<file path="config.mk">
export PLATFORM = sky130hd
export DESIGN_NAME = lcd_text_sequencer
export DESIGN_NICKNAME = d
export VERILOG_FILES = /design/src/rtl/lcd_text_sequencer.sv
export SDC_FILE = /design/constraint.sdc
export NUM_CORES = 1
export LEC_CHECK = 0
export ABC_CLOCK_PERIOD_IN_PS = 5550
export CAP_MARGIN = 20
export CORE_MARGIN = 2
export CORE_UTILIZATION = 50
export DETAILED_ROUTE_END_ITERATION = 10
export PLACE_DENSITY = 0.7
export SLEW_MARGIN = 20
export SYNTH_ARGS = -nofsm -noshare
export SYNTH_HDL_FRONTEND = slang
export SYNTH_SLANG_ARGS = --single-unit
</file>
<file path="constraint.sdc">
create_clock -name i_clk_800k -period 5.55 [get_ports i_clk_800k]
set_clock_uncertainty 0.05 [all_clocks]
set_input_delay 0.555 -clock i_clk_800k [delete_from_list [all_inputs] [get_ports i_clk_800k]]
set_output_delay 0.555 -clock i_clk_800k [all_outputs]
set_load 0.005 [all_outputs]
</file>
<file path="src/rtl/lcd_text_sequencer.sv">
// lcd_text_sequencer
// Screen-buffer front end for the character-LCD displayer. Holds a 2x16
// character buffer that the application may write at any time and, on a
// refresh request, sweeps all 32 positions issuing one character/address
// command per position over the displayer's start/busy handshake.
//
// Optional feature macro: LCD_SEQ_DIRTY_SKIP_EN
//   When defined, a dirty vector tracks which positions changed since they
//   were last sent, and a SCAN step skips clean positions (one cycle each,
//   no command). When undefined, every refresh sends all 32 positions.

module lcd_text_sequencer (
  input  logic       i_clk_800k,
  input  logic       i_rst_n,
  input  logic       i_wr_en,
  input  logic [4:0] i_wr_idx,
  input  logic [7:0] i_wr_char,
  input  logic       i_refresh,
  output logic       o_start,
  output logic [7:0] o_character,
  output logic [7:0] o_address,
  input  logic       i_busy,
  output logic       o_sweeping,
  output logic       o_done
);

  typedef enum logic [2:0] {
    S_IDLE      = 3'd0,
    S_SCAN      = 3'd1,
    S_ISSUE     = 3'd2,
    S_WAIT_ACK  = 3'd3,
    S_WAIT_DONE = 3'd4,
    S_FINISH    = 3'd5
  } state_t;

  // Each position is entered through SCAN when skipping is enabled, so the
  // dirty check happens before any command is driven.
`ifdef LCD_SEQ_DIRTY_SKIP_EN
  localparam state_t L_ENTRY = S_SCAN;
`else
  localparam state_t L_ENTRY = S_ISSUE;
`endif

  localparam logic [4:0] L_LAST_IDX = 5'd31;

  logic [7:0] r_buf [0:31];
  logic [4:0] r_idx;
  logic       r_refresh_pend;
  state_t     r_state;

  // Line 1 lives at DDRAM 0x00.., line 2 at 0x40..
  function automatic logic [7:0] map_addr(input logic [4:0] idx);
    return idx[4] ? {4'h4, idx[3:0]} : {4'h0, idx[3:0]};
  endfunction

  // Screen buffer: written by the application in every state.
  always_ff @(posedge i_clk_800k or negedge i_rst_n) begin
    if (!i_rst_n) begin
      for (int i = 0; i < 32; i++) begin
        r_buf[i] <= 8'h20;
      end
    end else begin
      if (i_wr_en) begin
        r_buf[i_wr_idx] <= i_wr_char;
      end
    end
  end

`ifdef LCD_SEQ_DIRTY_SKIP_EN
  logic [31:0] r_dirty;

  // Dirty tracking: sending a position cleans it, a write dirties it; a
  // write landing in the same cycle as the send wins so it is not lost.
  always_ff @(posedge i_clk_800k or negedge i_rst_n) begin
    if (!i_rst_n) begin
      r_dirty <= {32{1'b1}};
    end else begin
      if ((r_state == S_ISSUE) && !i_busy) begin
        r_dirty[r_idx] <= 1'b0;
      end
      if (i_wr_en) begin
        r_dirty[i_wr_idx] <= 1'b1;
      end
    end
  end
`endif

  // Sweep controller with registered handshake and status outputs.
  always_ff @(posedge i_clk_800k or negedge i_rst_n) begin
    if (!i_rst_n) begin
      r_state        <= S_IDLE;
      r_idx          <= 5'd0;
      r_refresh_pend <= 1'b0;
      o_start        <= 1'b0;
      o_character    <= 8'h20;
      o_address      <= 8'h00;
      o_sweeping     <= 1'b0;
      o_done         <= 1'b0;
    end else begin
      // Strobes are single-cycle unless re-asserted below.
      o_start <= 1'b0;
      o_done  <= 1'b0;

      case (r_state)
        S_IDLE: begin
          if (i_refresh || r_refresh_pend) begin
            r_state        <= L_ENTRY;
            r_idx          <= 5'd0;
            r_refresh_pend <= 1'b0;
            o_sweeping     <= 1'b1;
          end
        end

`ifdef LCD_SEQ_DIRTY_SKIP_EN
        S_SCAN: begin
          if (r_dirty[r_idx]) begin
            r_state <= S_ISSUE;
          end else if (r_idx == L_LAST_IDX) begin
            r_state    <= S_FINISH;
            o_done     <= 1'b1;
            o_sweeping <= 1'b0;
          end else begin
            r_idx <= r_idx + 5'd1;
          end
        end
`endif

        S_ISSUE: begin
          // Busy is high through displayer power-up, so the first command
          // naturally waits here until init is over.
          if (!i_busy) begin
            o_character <= r_buf[r_idx];
            o_address   <= map_addr(r_idx);
            o_start     <= 1'b1;
            r_state     <= S_WAIT_ACK;
          end
        end

        S_WAIT_ACK: begin
          if (i_busy) begin
            r_state <= S_WAIT_DONE;
          end
        end

        S_WAIT_DONE: begin
          if (!i_busy) begin
            if (r_idx == L_LAST_IDX) begin
              r_state    <= S_FINISH;
              o_done     <= 1'b1;
              o_sweeping <= 1'b0;
            end else begin
              r_idx   <= r_idx + 5'd1;
              r_state <= L_ENTRY;
            end
          end
        end

        S_FINISH: begin
          r_state <= S_IDLE;
        end

        default: begin
          r_state    <= S_IDLE;
          o_sweeping <= 1'b0;
        end
      endcase

      // Requests arriving mid-sweep collapse into one follow-up sweep.
      if (i_refresh && (r_state != S_IDLE)) begin
        r_refresh_pend <= 1'b1;
      end
    end
  end

endmodule
</file>
# Word-level counts from Yosys, hierarchy flattened
# Index checks and enable logic that the tools add are counted.
totals:
  ff_bits: 284
  output_inout_bits: 19
  elab_cells: 102
op_classes:
  addsub: 1
  n_lt_le_gt_ge: 3
  eq_ne: 11
  mux: 29
  bitwise: 4
  n_reduce_logical: 14
ops:
  columns: ["operator", "count"]
  rows:
  - ["$bwmux W256", 1]
  - ["$bmux W8 S5", 1]
  - ["$demux W8 S5", 1]
  - ["$mux W8", 3]
  - ["$mux W3", 5]
  - ["$mux W5", 3]
  - ["$ge A6 B6 Y1 const B", 2]
  - ["$ne A2 B2 Y1 const B", 6]
  - ["$not A5 Y6", 2]
  - ["$pmux W3 S4", 1]
  - ["$reduce_and A4 Y1", 3]
  - ["$mux W1", 11]
  - ["$pmux W5 S2", 1]
  - ["$mux W7", 1]
  - ["$eq A3 B2 Y1 const B", 2]
  - ["$eq A3 B3 Y1 const B", 2]
  - ["$lt A6 B1 Y1 const B", 1]
  - ["$reduce_bool A2 Y1", 3]
  - ["$add A5 B1 Y5 const B", 1]
  - ["$eq A5 B5 Y1 const B", 1]
  - ["$reduce_and A2 Y1", 2]
  - ["$logic_not A3 Y1", 1]
  - ["$pmux W1 S3", 1]
  - ["$reduce_bool A3 Y1", 1]
  - ["4 further kinds", 6]

# Logic depth before layout (Yosys ltp)
# Gate-level depths: netlist (run 1).
logic_depth:
  word_depth: 6
  ltp_mapped: 8

# Worst setup path after synthesis (run 1)
# OpenSTA, ideal clock, no wires.
synth_path:
  kind: "input to register"
  startpoint: "in i_wr_idx[0]"
  endpoint: "reg r_buf[25] (netlist name)"
  arrival_time_ns: 1.941
  slack_ns: 3.434
  cell_stages: 5
  path_buffers: 2
  path_cell_list: "clkbuf_1 > or3b_2 > clkbuf_1 > nor2_2 > mux2_2"
synth_via:
  elab_chain_cells: 6
  elab_cells_between_ends: 7
synth_rtl:
  columns: ["item", "line", "rtl"]
  rows:
  - ["start, declared", "16", "input logic [4:0] i_wr_idx,"]
  - ["$not A5 Y6 (implied by the code) (*)", "64", "r_buf[i_wr_idx] <= i_wr_char;"]
  - ["$ge A6 B6 Y1 (implied by the code) / $lt A6 B1 Y1 (equally long branches)", "64", null]
  - ["$logic_and A1 B1 Y1 (implied by the code)", "64", null]
  - ["$mux W8 (implied by the code)", "64", null]
  - ["$demux W8 S5 (*)", "64", null]
  - ["$bwmux W256 (*)", "64", null]
  - ["end signal, assigned by index", "64", null]
  - ["end, declared", "46", "logic [7:0] r_buf [0:31];"]
# Every way passes the cells marked *; elsewhere a longest branch is shown, timed or not.
# A chain may end at the register's enable or synchronous reset.

# Worst setup path in the final report (run 1)
layout_path:
  startpoint: "reg r_idx[0]"
  endpoint: "reg r_idx[3]"
layout_via:
  elab_chain_cells: 4
  elab_cells_between_ends: 7
layout_rtl:
  columns: ["item", "line", "rtl"]
  rows:
  - ["start, declared", "47", "logic [4:0] r_idx;"]
  - ["start signal, assigned", "152", "r_idx <= r_idx + 5'd1;"]
  - ["$add A5 B1 Y5", "152", null]
  - ["$mux W5", "147", "if (r_idx == L_LAST_IDX) begin"]
  - ["$mux W5", "146", "if (!i_busy) begin"]
  - ["$pmux W5 S2", "104", "case (r_state)"]
# Parallel ways exist; a longest one is shown, timed or not. The select of a mux whose other input is x is not followed.

==> impl_results.rst, run 1 <==
.. list-table::
   :header-rows: 1

   * - Metric
     - Value
   * - Clock buffers created by TritonCTS
     - 29
   * - Final antenna diode count
     - 0
   * - Startpoint of the lowest-slack hold path
     - o_address[0]
   * - First-pass detailed-route iteration total
     - 4
   * - Clock transition at the registers of the reported paths
     - 0.06 ns
   * - Synthesis-to-finish area growth
     - 11.9%
   * - Buffer cell driving the clock tree root
     - sky130_fd_sc_hd__clkbuf_16
   * - Crit path from
     - r_idx[0]
   * - Largest buffer count on any clock path
     - 3
   * - Count of maximum capacitance violations
     - 0
   * - Hold Crit Class
     - register to register
   * - Dominant cells by area after synthesis
     - sky130_fd_sc_hd__dfrtp_1 (48%), sky130_fd_sc_hd__mux2_2 (24%), sky130_fd_sc_hd__dfstp_2 (6.7%), sky130_fd_sc_hd__mux4_2 (5.6%), sky130_fd_sc_hd__mux2i_1 (3.9%)
   * - Standby leakage power
     - 6.18 nW
   * - Share of layout cells above drive strength 1
     - 43.7%
   * - Required @ worst endpoint
     - 5.98 ns
   * - Final total power
     - 5.88 mW
   * - Die span in x
     - 165 um
   * - Final net count
     - 941
   * - Core region area
     - 0.0253 mm^2
   * - Initial antenna violation count
     - 1
   * - Initial standard-cell utilization of the core
     - 51.0%
   * - Number of max-slew violations in the final report
     - 0
   * - Worst path arrival time
     - 3.31 ns
   * - Largest net degree at the start of global routing
     - 146
   * - Global-route wire length before repair
     - 46.0 mm
   * - Final setup vio count
     - 0
   * - Number of different library cells in the post-synthesis netlist
     - 44
   * - Actual slew at the worst max-slew pin
     - 1.03 ns
   * - Final critical-path share of the clock period
     - 52.0%
   * - Critical Setup Path Class
     - register to register
   * - Final HPWL from detailed placement
     - 18.5 mm
   * - Die footprint
     - 0.0271 mm^2
   * - Maximum fanout along the worst path
     - 53
   * - Number of DRC markers after the initial detailed-route iteration
     - 538
   * - GPL Wtd Cong
     - 0.813
   * - Clock tree from TritonCTS
     - done
   * - Run status
     - finished, final reports clean
   * - Kind of launch point of the worst setup path
     - register
   * - Average wire per cell in the routed design
     - 22.8 um
   * - Footprint of the multi-input gates
     - 0.00552 mm^2
   * - Total routing resource utilization after global routing
     - 22.2%
   * - Worst VDD drop
     - 0.241 mV
   * - Vias per inst
     - 6.02
   * - Average cell area after synthesis
     - 14.2 um^2
   * - Overall overflow remaining after global route
     - 0
   * - Cell area after technology mapping
     - 0.0129 mm^2
   * - Residual DRC
     - 0
   * - Htree depth
     - 1
   * - Ports placed on the boundary
     - 37
   * - Clock Latency Late Sink
     - 0.54 ns
   * - Post-synth top area cell
     - sky130_fd_sc_hd__dfrtp_1
   * - PD cells
     - 408 mW/mm^2
   * - Number of vias in the routed layout
     - 7662
   * - Area share of the leading cell type in the synthesized netlist
     - 48.2%
   * - Setup bufs post-CTS
     - 0
   * - Hold Fails Final Rpt
     - 0
   * - Number of gates resized after cts
     - 0
   * - Post-route setup TNS
     - 0 ns
   * - Peak clock frequency supported by timing
     - 0.346 GHz
   * - Reg-to-reg critical path startpoint
     - r_idx[0]
   * - Number of hold buffers added after cts
     - 1
   * - Die height
     - 165 um
   * - Cell area after placement
     - 0.0134 mm^2
   * - Most common library cell in the layout ignoring fill and taps
     - sky130_fd_sc_hd__mux2_2
   * - Total length of routed wires
     - 29.1 mm
   * - Final design utilization
     - 57.1%
   * - Number of nets with antenna violations after routing
     - 0
   * - Number of input and output port buffers inserted
     - 33
   * - Setup Slack @ Placement
     - 2.39 ns
   * - Number of warnings printed during yosys synthesis
     - 0
   * - Commonest cells after routing, fill and taps aside
     - sky130_fd_sc_hd__mux2_2 (269), sky130_fd_sc_hd__dfrtp_1 (246), sky130_fd_sc_hd__mux2i_1 (50)
   * - Min Clock Period, post-route
     - 2.89 ns
   * - Number of global-route vias before repair
     - 7907
   * - Storage cell area
     - 0.00708 mm^2
   * - Worst setup EP type
     - register
   * - Post-synthesis sequential area ratio
     - 54.9%
   * - Least setup slack across all paths after layout
     - 2.66 ns
   * - Final non-filler cell area
     - 0.0144 mm^2
   * - Std-Cell Rows
     - 58
   * - Tightest slew margin relative to the limit
     - 31.2%
   * - Number of fill cells
     - 2025
   * - Number of instances in the synthesized netlist
     - 908
   * - Unrepaired setup endpoints after global routing
     - no
   * - CTS Sinks
     - 281
   * - Number of storage elements in the synthesis netlist
     - 281
[where the power goes]
group | internal (mW) | switching, mW | leakage, nW
Clock | 1.13 | 0.804 | 0.468
Combinational | 0.673 | 0.460 | 2.19
Sequential | 2.49 | 0.325 | 3.52
Total | 4.29 | 1.59 | 6.18
[logic make-up (layout without fill, tap and decap cells)]
group,after synthesis,in the layout,share of synthesized area (%)
fa+ha+maj,2,2,0.194
mux,352,352,33.1
compound gates,84,84,4.68
flops,281,281,54.9
buf+inv,66,99,2.27
other cells,1,3,0.0291
xor+xnor,2,2,0.136
simple gates,120,120,4.70
[stage by stage]
| stage | cells | hold WS, ns |
|---|---|---|
| 2_1_floorplan | 910 | 0.209 |
| 3_3_place_gp | 1219 | 0.412 |
| 3_5_place_dp | 1219 | 0.416 |
| 4_1_cts | 1273 | 0.431 |
| 5_1_grt | 1273 | 0.458 |
| 6_report | 1273 | 0.424 |
[final cells by class]
type | count | area share [%]
clock inverters | 15 | 0.938
inverters | 1 | 0.0260
repair buffers | 45 | 3.02
well taps | 330 | 2.87
flip-flops and latches | 281 | 49.1
clock buffers | 38 | 5.69
multi-input cells | 563 | 38.3
[path summary, 6_finish.rpt]
check,end,slack (ns),cells after the start
min in group asynchronous,r_buf[107],0.52,2
worst min register to register,o_address[0],0.42,2
worst max-delay path,r_idx[3],2.66,8
worst min-delay path,o_address[0],0.42,2
worst max register to register,r_idx[3],2.66,8
max in group asynchronous,r_buf[191],3.60,3
[critical path, cell delays in order, from the launching register on]
cell,delay (ns)
sky130_fd_sc_hd__dfrtp_4,0.83
sky130_fd_sc_hd__ha_1,0.38
sky130_fd_sc_hd__and3_1,0.18
sky130_fd_sc_hd__ha_1,0.21
sky130_fd_sc_hd__or3b_2,0.46
sky130_fd_sc_hd__a21boi_0,0.27
sky130_fd_sc_hd__nand4_1,0.15
sky130_fd_sc_hd__xor2_1,0.18
sky130_fd_sc_hd__nor2_1,0.11
[flip-flops by register name (all words and copies together), names as in the netlist, 3 cells and up]
signal / cells
o_character: 8
r_buf: 256
r_idx: 5
r_state: 3
o_address: 5
[layer usage]
layer / global-route usage, % / vias up / wire length, um
met5: 0 / - / 0
met4: 5.38 / 0 / 540
met3: 3.72 / 39 / 1410
met2: 34.6 / 161 / 13400
met1: 32.8 / 4089 / 13700
li1: - / 3373 / -
[synthesized netlist by cell type, drive strengths merged]
library cell	n
or4b	1
mux2	270
o21ai	12
a21oi	11
nor3	2
nand2b	4
o31ai	1
a211o	8
xor2	2
a31oi	1
inv	1
nor3b	5
o22ai	1
buf	26
nand4bb	1
nand4	2
conb	1
and2	2
and3b	1
nand3b	5
clkbuf	39
nor2	29
nand3	13
or2	2
ha	2
o21bai	1
nor2b	6
o221ai	7
mux2i	50
mux4	32
nand2	43
or3b	2
and3	2
dfstp	33
dfrtp	248
a21boi	1
a22oi	41
Power figures use the tool's default switching activity.
==> inputs of run 2 (changes only) <==
--- a/config.mk
+++ b/config.mk
@@ -5,12 +5,12 @@
 export SDC_FILE = /design/constraint.sdc
 export NUM_CORES = 1
 export LEC_CHECK = 0
-export ABC_CLOCK_PERIOD_IN_PS = 5550
+export ABC_CLOCK_PERIOD_IN_PS = 2300
 export CAP_MARGIN = 20
 export CORE_MARGIN = 2
 export CORE_UTILIZATION = 50
 export DETAILED_ROUTE_END_ITERATION = 10
-export PLACE_DENSITY = 0.7
+export PLACE_DENSITY = 0.72
 export SLEW_MARGIN = 20
 export SYNTH_ARGS = -nofsm -noshare
 export SYNTH_HDL_FRONTEND = slang
==> constraint.sdc (replaced) <==
create_clock -name i_clk_800k -period 2.3 [get_ports i_clk_800k]
set_clock_uncertainty 0.05 [all_clocks]
set_input_delay 0.23 -clock i_clk_800k [delete_from_list [all_inputs] [get_ports i_clk_800k]]
set_output_delay 0.23 -clock i_clk_800k [all_outputs]
set_load 0.005 [all_outputs]
==> impl_results.rst, run 2 (synthesized netlist as in run 1, its figures left out) <==
.. list-table::
   :header-rows: 1

   * - Metric
     - Value
   * - Run status
     - finished, final reports clean
   * - Final setup vio count
     - 0
   * - Share of layout cells above drive strength 1
     - 46.8%
   * - Buffer cell driving the clock tree root
     - sky130_fd_sc_hd__clkbuf_16
   * - Min Clock Period, post-route
     - 2.27 ns
   * - Number of global-route vias before repair
     - 8134
   * - Most common library cell in the layout ignoring fill and taps
     - sky130_fd_sc_hd__mux2_2
   * - Initial antenna violation count
     - 0
   * - Worst path arrival time
     - 2.65 ns
   * - Portion of total power attributed to the clock network
     - 32.3%
   * - Initial standard-cell utilization of the core
     - 51.0%
   * - PD cells
     - 963 mW/mm^2
   * - Top register by number of flip-flops
     - r_buf
   * - Worst setup EP type
     - register
   * - Critical Setup Path Class
     - register to register
   * - Final total power
     - 14.5 mW
   * - Final design utilization
     - 59.6%
   * - Peak clock frequency supported by timing
     - 0.441 GHz
   * - Final critical-path share of the clock period
     - 98.5%
   * - Final HPWL from detailed placement
     - 18.9 mm
   * - Kind of launch point of the worst setup path
     - register
   * - Regs by FF count
     - r_buf x256, o_character x8
   * - Synthesis-to-finish area growth
     - 16.8%
   * - Sequential share of power
     - 45.1%
   * - Residual DRC
     - 0
   * - Total length of routed wires
     - 29.9 mm
   * - GPL Wtd Cong
     - 0.815
   * - First-pass detailed-route iteration total
     - 5
   * - Sw frac
     - 27.0%
   * - Number of DRC markers after the initial detailed-route iteration
     - 546
   * - Average wire per cell in the routed design
     - 22.4 um
   * - Clock Latency Late Sink
     - 0.55 ns
   * - Number of fill cells
     - 1952
   * - Max reg flops
     - 256
   * - Maximum fanout along the worst path
     - 20
   * - Actual slew at the worst max-slew pin
     - 0.645 ns
   * - Hold Fails Final Rpt
     - 0
   * - Htree depth
     - 1
   * - Clock transition at the registers of the reported paths
     - 0.06 ns
   * - Count of maximum capacitance violations
     - 0
   * - Final net count
     - 1004
   * - Cell internal pwr
     - 10.6 mW
   * - Total routing resource utilization after global routing
     - 22.7%
   * - Number of nets with antenna violations after routing
     - 0
   * - Largest buffer count on any clock path
     - 3
   * - Final antenna diode count
     - 0
   * - Number of vias in the routed layout
     - 7883
   * - Die height
     - 165 um
   * - Vias per inst
     - 5.90
   * - Standby leakage power
     - 6.54 nW
   * - Die footprint
     - 0.0271 mm^2
   * - Combinational cell fraction of total power
     - 22.6%
   * - Required @ worst endpoint
     - 2.68 ns
   * - Largest net degree at the start of global routing
     - 68
   * - Clock buffers created by TritonCTS
     - 29
   * - Std-Cell Rows
     - 58
   * - Number of input and output port buffers inserted
     - 33
   * - Hold Crit Class
     - input pin to asynchronous set/reset pin
   * - CTS Sinks
     - 281
   * - Overall overflow remaining after global route
     - 0
   * - Worst VDD drop
     - 0.582 mV
   * - Ports placed on the boundary
     - 37
   * - Global-route wire length before repair
     - 46.9 mm
   * - Clock tree from TritonCTS
     - done
   * - Core region area
     - 0.0253 mm^2
   * - Worst Hold Slack
     - 0.162 ns
   * - Die span in x
     - 165 um
   * - Number of max-slew violations in the final report
     - 0
   * - Unrepaired setup endpoints after global routing
     - no
   * - Commonest cells after routing, fill and taps aside
     - sky130_fd_sc_hd__mux2_2 (269), sky130_fd_sc_hd__dfrtp_1 (246), sky130_fd_sc_hd__buf_4 (62)
   * - Tightest slew margin relative to the limit
     - 57.0%
   * - Reported net switching power
     - 3.91 mW
==> run 2: changes by cell type in the layout (fill, tap and decap cells not counted), moves of 2 or more <==
cell / delta
sky130_fd_sc_hd__buf_4: +52
sky130_fd_sc_hd__buf_12: +9
sky130_fd_sc_hd__clkbuf_1: +7
sky130_fd_sc_hd__clkinv_2: -5
sky130_fd_sc_hd__clkinvlp_4: -3
sky130_fd_sc_hd__a22oi_1: -2
sky130_fd_sc_hd__a22oi_2: +2
==> run 2: path summary, 6_finish.rpt <==
path,from,end,slack [ns],cells after the start
setup / recovery,r_idx[0],o_character[1],0.03,6
hold / removal,i_rst_n,r_buf[103],0.16,2
setup reg to reg,r_idx[0],o_character[1],0.03,6
hold reg to reg,o_address[2],o_address[2],0.43,2
max in group asynchronous,i_rst_n,r_buf[237],1.23,3
min in group i_clk_800k,i_refresh,r_refresh_pend,0.34,3
==> run 2: metal layers <==
metal,part of all wire [%],vias up,track usage [%],routed length [um]
met5,0,-,0,0
met4,2.5,0,6.01,759
met3,4.7,48,3.34,1410
met2,46,190,35.9,13900
met1,46,4150,33.2,13900
li1,-,3495,-,-
==> run 2: stage by stage <==
| step | std cells | area [um^2] | TNS (ns) | worst slack [ns] |
|---|---|---|---|---|
| 5_1_grt | 1336 | 15000 | 0 | 0.0112 |
| 2_1_floorplan | 910 | 12900 | 0 | 0.197 |
| 3_3_place_gp | 1280 | 14000 | -0.00694 | -0.00694 |
| 4_1_cts | 1334 | 15000 | 0 | 0.0149 |
| 3_5_place_dp | 1280 | 14000 | -0.153 | -0.0307 |
| 6_report | 1336 | 15000 | 0 | 0.0342 |
==> run 2: worst max-delay path: stages (launching register included) <==
cell	delay [ns]
sky130_fd_sc_hd__dfrtp_4	0.45
sky130_fd_sc_hd__buf_4	0.15
sky130_fd_sc_hd__clkbuf_16	0.24
sky130_fd_sc_hd__mux4_2	0.52
sky130_fd_sc_hd__a22oi_2	0.24
sky130_fd_sc_hd__a21oi_1	0.17
sky130_fd_sc_hd__a211o_1	0.31
==> run 2: cell type report <==
| cell class | count | area, um^2 | share of cell area (%) |
|---|---|---|---|
| sequential | 281 | 7080 | 47.0 |
| multi-input combinational | 563 | 5540 | 36.8 |
| timing repair buffer | 108 | 1060 | 7.07 |
| clock buffer | 46 | 860 | 5.71 |
| tap | 330 | 413 | 2.74 |
| clock inverter | 7 | 87.6 | 0.582 |
| inverter | 1 | 3.75 | 0.0249 |
==> run 2: power by group through the flow <==
stage          combinational, mW  sequential [mW]  clock (mW)
2_1_floorplan               2.26             6.43           0
3_3_place_gp                3.11             6.55           0
3_5_place_dp                3.19             6.60           0
4_1_cts                     3.23             6.53        4.76
5_1_grt                     3.53             6.65        4.96
6_report                    3.28             6.54        4.69
==> run 2: what timing repair did <==
item,in CTS,in global routing
endpoints found under the hold margin,125,0
buffers inserted,0,1
endpoints found under the setup margin,2,6
resized for setup,4,3
cloned,0,1
hold buffers,1,0
pin swaps,0,2
==> inputs of run 3 (changes only) <==
--- a/config.mk
+++ b/config.mk
@@ -7,10 +7,10 @@
 export LEC_CHECK = 0
 export ABC_CLOCK_PERIOD_IN_PS = 2300
 export CAP_MARGIN = 20
-export CORE_MARGIN = 2
-export CORE_UTILIZATION = 50
+export CORE_MARGIN = 1
+export CORE_UTILIZATION = 40
 export DETAILED_ROUTE_END_ITERATION = 10
-export PLACE_DENSITY = 0.72
+export PLACE_DENSITY = 0.61
 export SLEW_MARGIN = 20
 export SYNTH_ARGS = -nofsm -noshare
 export SYNTH_HDL_FRONTEND = slang
==> impl_results.rst, run 3 (synthesized netlist as in run 1, its figures left out) <==
.. list-table::
   :header-rows: 1

   * - Metric
     - Value
   * - Setup bufs post-CTS
     - 0
   * - Number of global-route vias before repair
     - 8164
   * - Max reg flops
     - 256
   * - Clock Latency Late Sink
     - 0.57 ns
   * - Clock tree from TritonCTS
     - done
   * - Post-route setup TNS
     - 0 ns
   * - Unrepaired setup endpoints after global routing
     - yes
   * - Standby leakage power
     - 6.65 nW
   * - Largest net degree at the start of global routing
     - 72
   * - Top register by number of flip-flops
     - r_buf
   * - Initial standard-cell utilization of the core
     - 40.7%
   * - GPL Wtd Cong
     - 0.804
   * - Die span in x
     - 181 um
   * - Largest buffer count on any clock path
     - 3
   * - Number of input and output port buffers inserted
     - 33
   * - Hold Fails Final Rpt
     - 0
   * - Die footprint
     - 0.0329 mm^2
   * - Final net count
     - 1012
   * - Reported net switching power
     - 4.04 mW
   * - Run status
     - finished, final reports clean
   * - Peak clock frequency supported by timing
     - 0.445 GHz
   * - CTS Sinks
     - 281
   * - First-pass detailed-route iteration total
     - 6
   * - Residual DRC
     - 0
   * - Required @ worst endpoint
     - 2.69 ns
   * - Average wire per cell in the routed design
     - 21.8 um
   * - Global-route wire length before repair
     - 48.9 mm
   * - Core region area
     - 0.0316 mm^2
   * - Cell internal pwr
     - 11.0 mW
   * - Overall overflow remaining after global route
     - 0
   * - Cell area after placement
     - 0.0142 mm^2
   * - Hold Crit Class
     - input pin to asynchronous set/reset pin
   * - Synthesis-to-finish area growth
     - 19.6%
   * - Regs by FF count
     - r_buf x256, o_character x8
   * - Share of layout cells above drive strength 1
     - 48.4%
   * - Number of fill cells
     - 2750
   * - Worst VDD drop
     - 0.584 mV
   * - Number of standard cells in the layout, taps in and fillers out
     - 1418
   * - Std-Cell Rows
     - 65
   * - Sequential share of power
     - 43.4%
   * - Vias per inst
     - 5.49
   * - Dpl cells
     - 1359
   * - Commonest cells after routing, fill and taps aside
     - sky130_fd_sc_hd__mux2_2 (269), sky130_fd_sc_hd__dfrtp_1 (246), sky130_fd_sc_hd__buf_4 (63)
   * - Tightest slew margin relative to the limit
     - 65.6%
   * - Total length of routed wires
     - 30.9 mm
   * - Count of maximum capacitance violations
     - 0
   * - Final setup vio count
     - 0
   * - Total routing resource utilization after global routing
     - 19.3%
   * - PD cells
     - 976 mW/mm^2
   * - Number of max-slew violations in the final report
     - 0
   * - Sw frac
     - 26.8%
   * - Ports placed on the boundary
     - 37
   * - Portion of total power attributed to the clock network
     - 33.2%
   * - Final antenna diode count
     - 0
   * - Number of nets with antenna violations after routing
     - 0
   * - Number of DRC markers after the initial detailed-route iteration
     - 524
   * - Worst setup EP type
     - register
   * - Maximum fanout along the worst path
     - 11
   * - Final non-filler cell area
     - 0.0154 mm^2
   * - Htree depth
     - 1
   * - Die height
     - 181 um
   * - Buffer cell driving the clock tree root
     - sky130_fd_sc_hd__clkbuf_16
   * - Kind of launch point of the worst setup path
     - register
   * - Initial antenna violation count
     - 0
   * - Critical Setup Path Class
     - register to register
   * - Final critical-path share of the clock period
     - 97.6%
   * - Combinational cell fraction of total power
     - 23.3%
   * - Clock transition at the registers of the reported paths
     - 0.07 ns
   * - Min Clock Period, post-route
     - 2.24 ns
   * - Most common library cell in the layout ignoring fill and taps
     - sky130_fd_sc_hd__mux2_2
   * - Final design utilization
     - 48.7%
   * - Final HPWL from detailed placement
     - 19.6 mm
   * - Worst path arrival time
     - 2.64 ns
   * - Number of vias in the routed layout
     - 7782
   * - Clock buffers created by TritonCTS
     - 30
   * - Actual slew at the worst max-slew pin
     - 0.513 ns
[run 3: cell count changes in the layout (fill, tap and decap cells not counted), moves of 2 or more]
cell	before	now
sky130_fd_sc_hd__a21oi_1	11	9
sky130_fd_sc_hd__a21oi_2	0	2
sky130_fd_sc_hd__a22oi_1	39	37
sky130_fd_sc_hd__a22oi_2	2	4
sky130_fd_sc_hd__buf_12	10	15
sky130_fd_sc_hd__bufbuf_16	0	2
sky130_fd_sc_hd__clkbuf_1	10	4
sky130_fd_sc_hd__clkbuf_8	7	12
sky130_fd_sc_hd__clkinv_2	4	6
[run 3: layout make-up]
| cell class | count | area [um^2] | area share, % |
|---|---|---|---|
| clock inverter | 10 | 115 | 0.747 |
| clock buffer | 46 | 931 | 6.04 |
| multi-input combinational | 563 | 5560 | 36.1 |
| sequential | 281 | 7080 | 46.0 |
| tap | 402 | 503 | 3.27 |
| inverter | 1 | 3.75 | 0.0244 |
| timing repair buffer | 115 | 1210 | 7.86 |
[run 3: power groups by stage]
stage	combinational [mW]	sequential, mW	clock (mW)
floorplan	2.26	6.43	0
global placement	3.26	6.56	0
detailed placement	3.34	6.61	0
CTS	3.53	6.53	5.11
global route	3.78	6.65	5.31
finish	3.51	6.53	5.00
[run 3: repair_timing]
action / 4_1_cts / 5_1_grt
hold buffers: 1 / 0
setup endpoints to repair: 7 / 7
endpoints found under the hold margin: 242 / 0
pin swaps: 0 / 1
resized for setup: 7 / 7
gates cloned: 2 / 0
[run 3: through the flow]
stage                     total power [mW]  setup slack, ns  hold slack, ns
after global routing                  15.8         -0.00222           0.153
after global placement                9.82           -0.101           0.131
final                                 15.0           0.0551           0.131
after floorplan                       8.69            0.197          -0.116
after detailed placement              9.94           -0.133           0.129
after CTS                             15.2           0.0170           0.123
[run 3: worst max-delay path: stages (launching register included)]
cell                      delay (ns)
sky130_fd_sc_hd__dfrtp_4        0.47
sky130_fd_sc_hd__buf_12         0.19
sky130_fd_sc_hd__buf_12         0.18
sky130_fd_sc_hd__mux4_2         0.53
sky130_fd_sc_hd__a22oi_1        0.21
sky130_fd_sc_hd__a21oi_1        0.19
sky130_fd_sc_hd__a211o_1        0.30
[run 3: path summary, 6_finish.rpt]
kind,depth (start not counted),slack [ns],end,startpoint
max in group asynchronous,3,1.30,r_buf[253],i_rst_n
worst max register to register,6,0.06,o_character[3],r_idx[0]
worst min-delay path,2,0.13,r_buf[44],i_rst_n
worst min register to register,2,0.43,o_address[6],o_address[6]
min in group i_clk_800k,3,0.32,r_state[0],i_busy
worst max-delay path,6,0.06,o_character[3],r_idx[0]
[run 3: layer usage]
metal / global-route usage (%) / share of wire, %
met5: 0 / 0
met4: 4.81 / 2.3
met3: 3.45 / 4.9
met2: 29.9 / 46
met1: 27.9 / 47
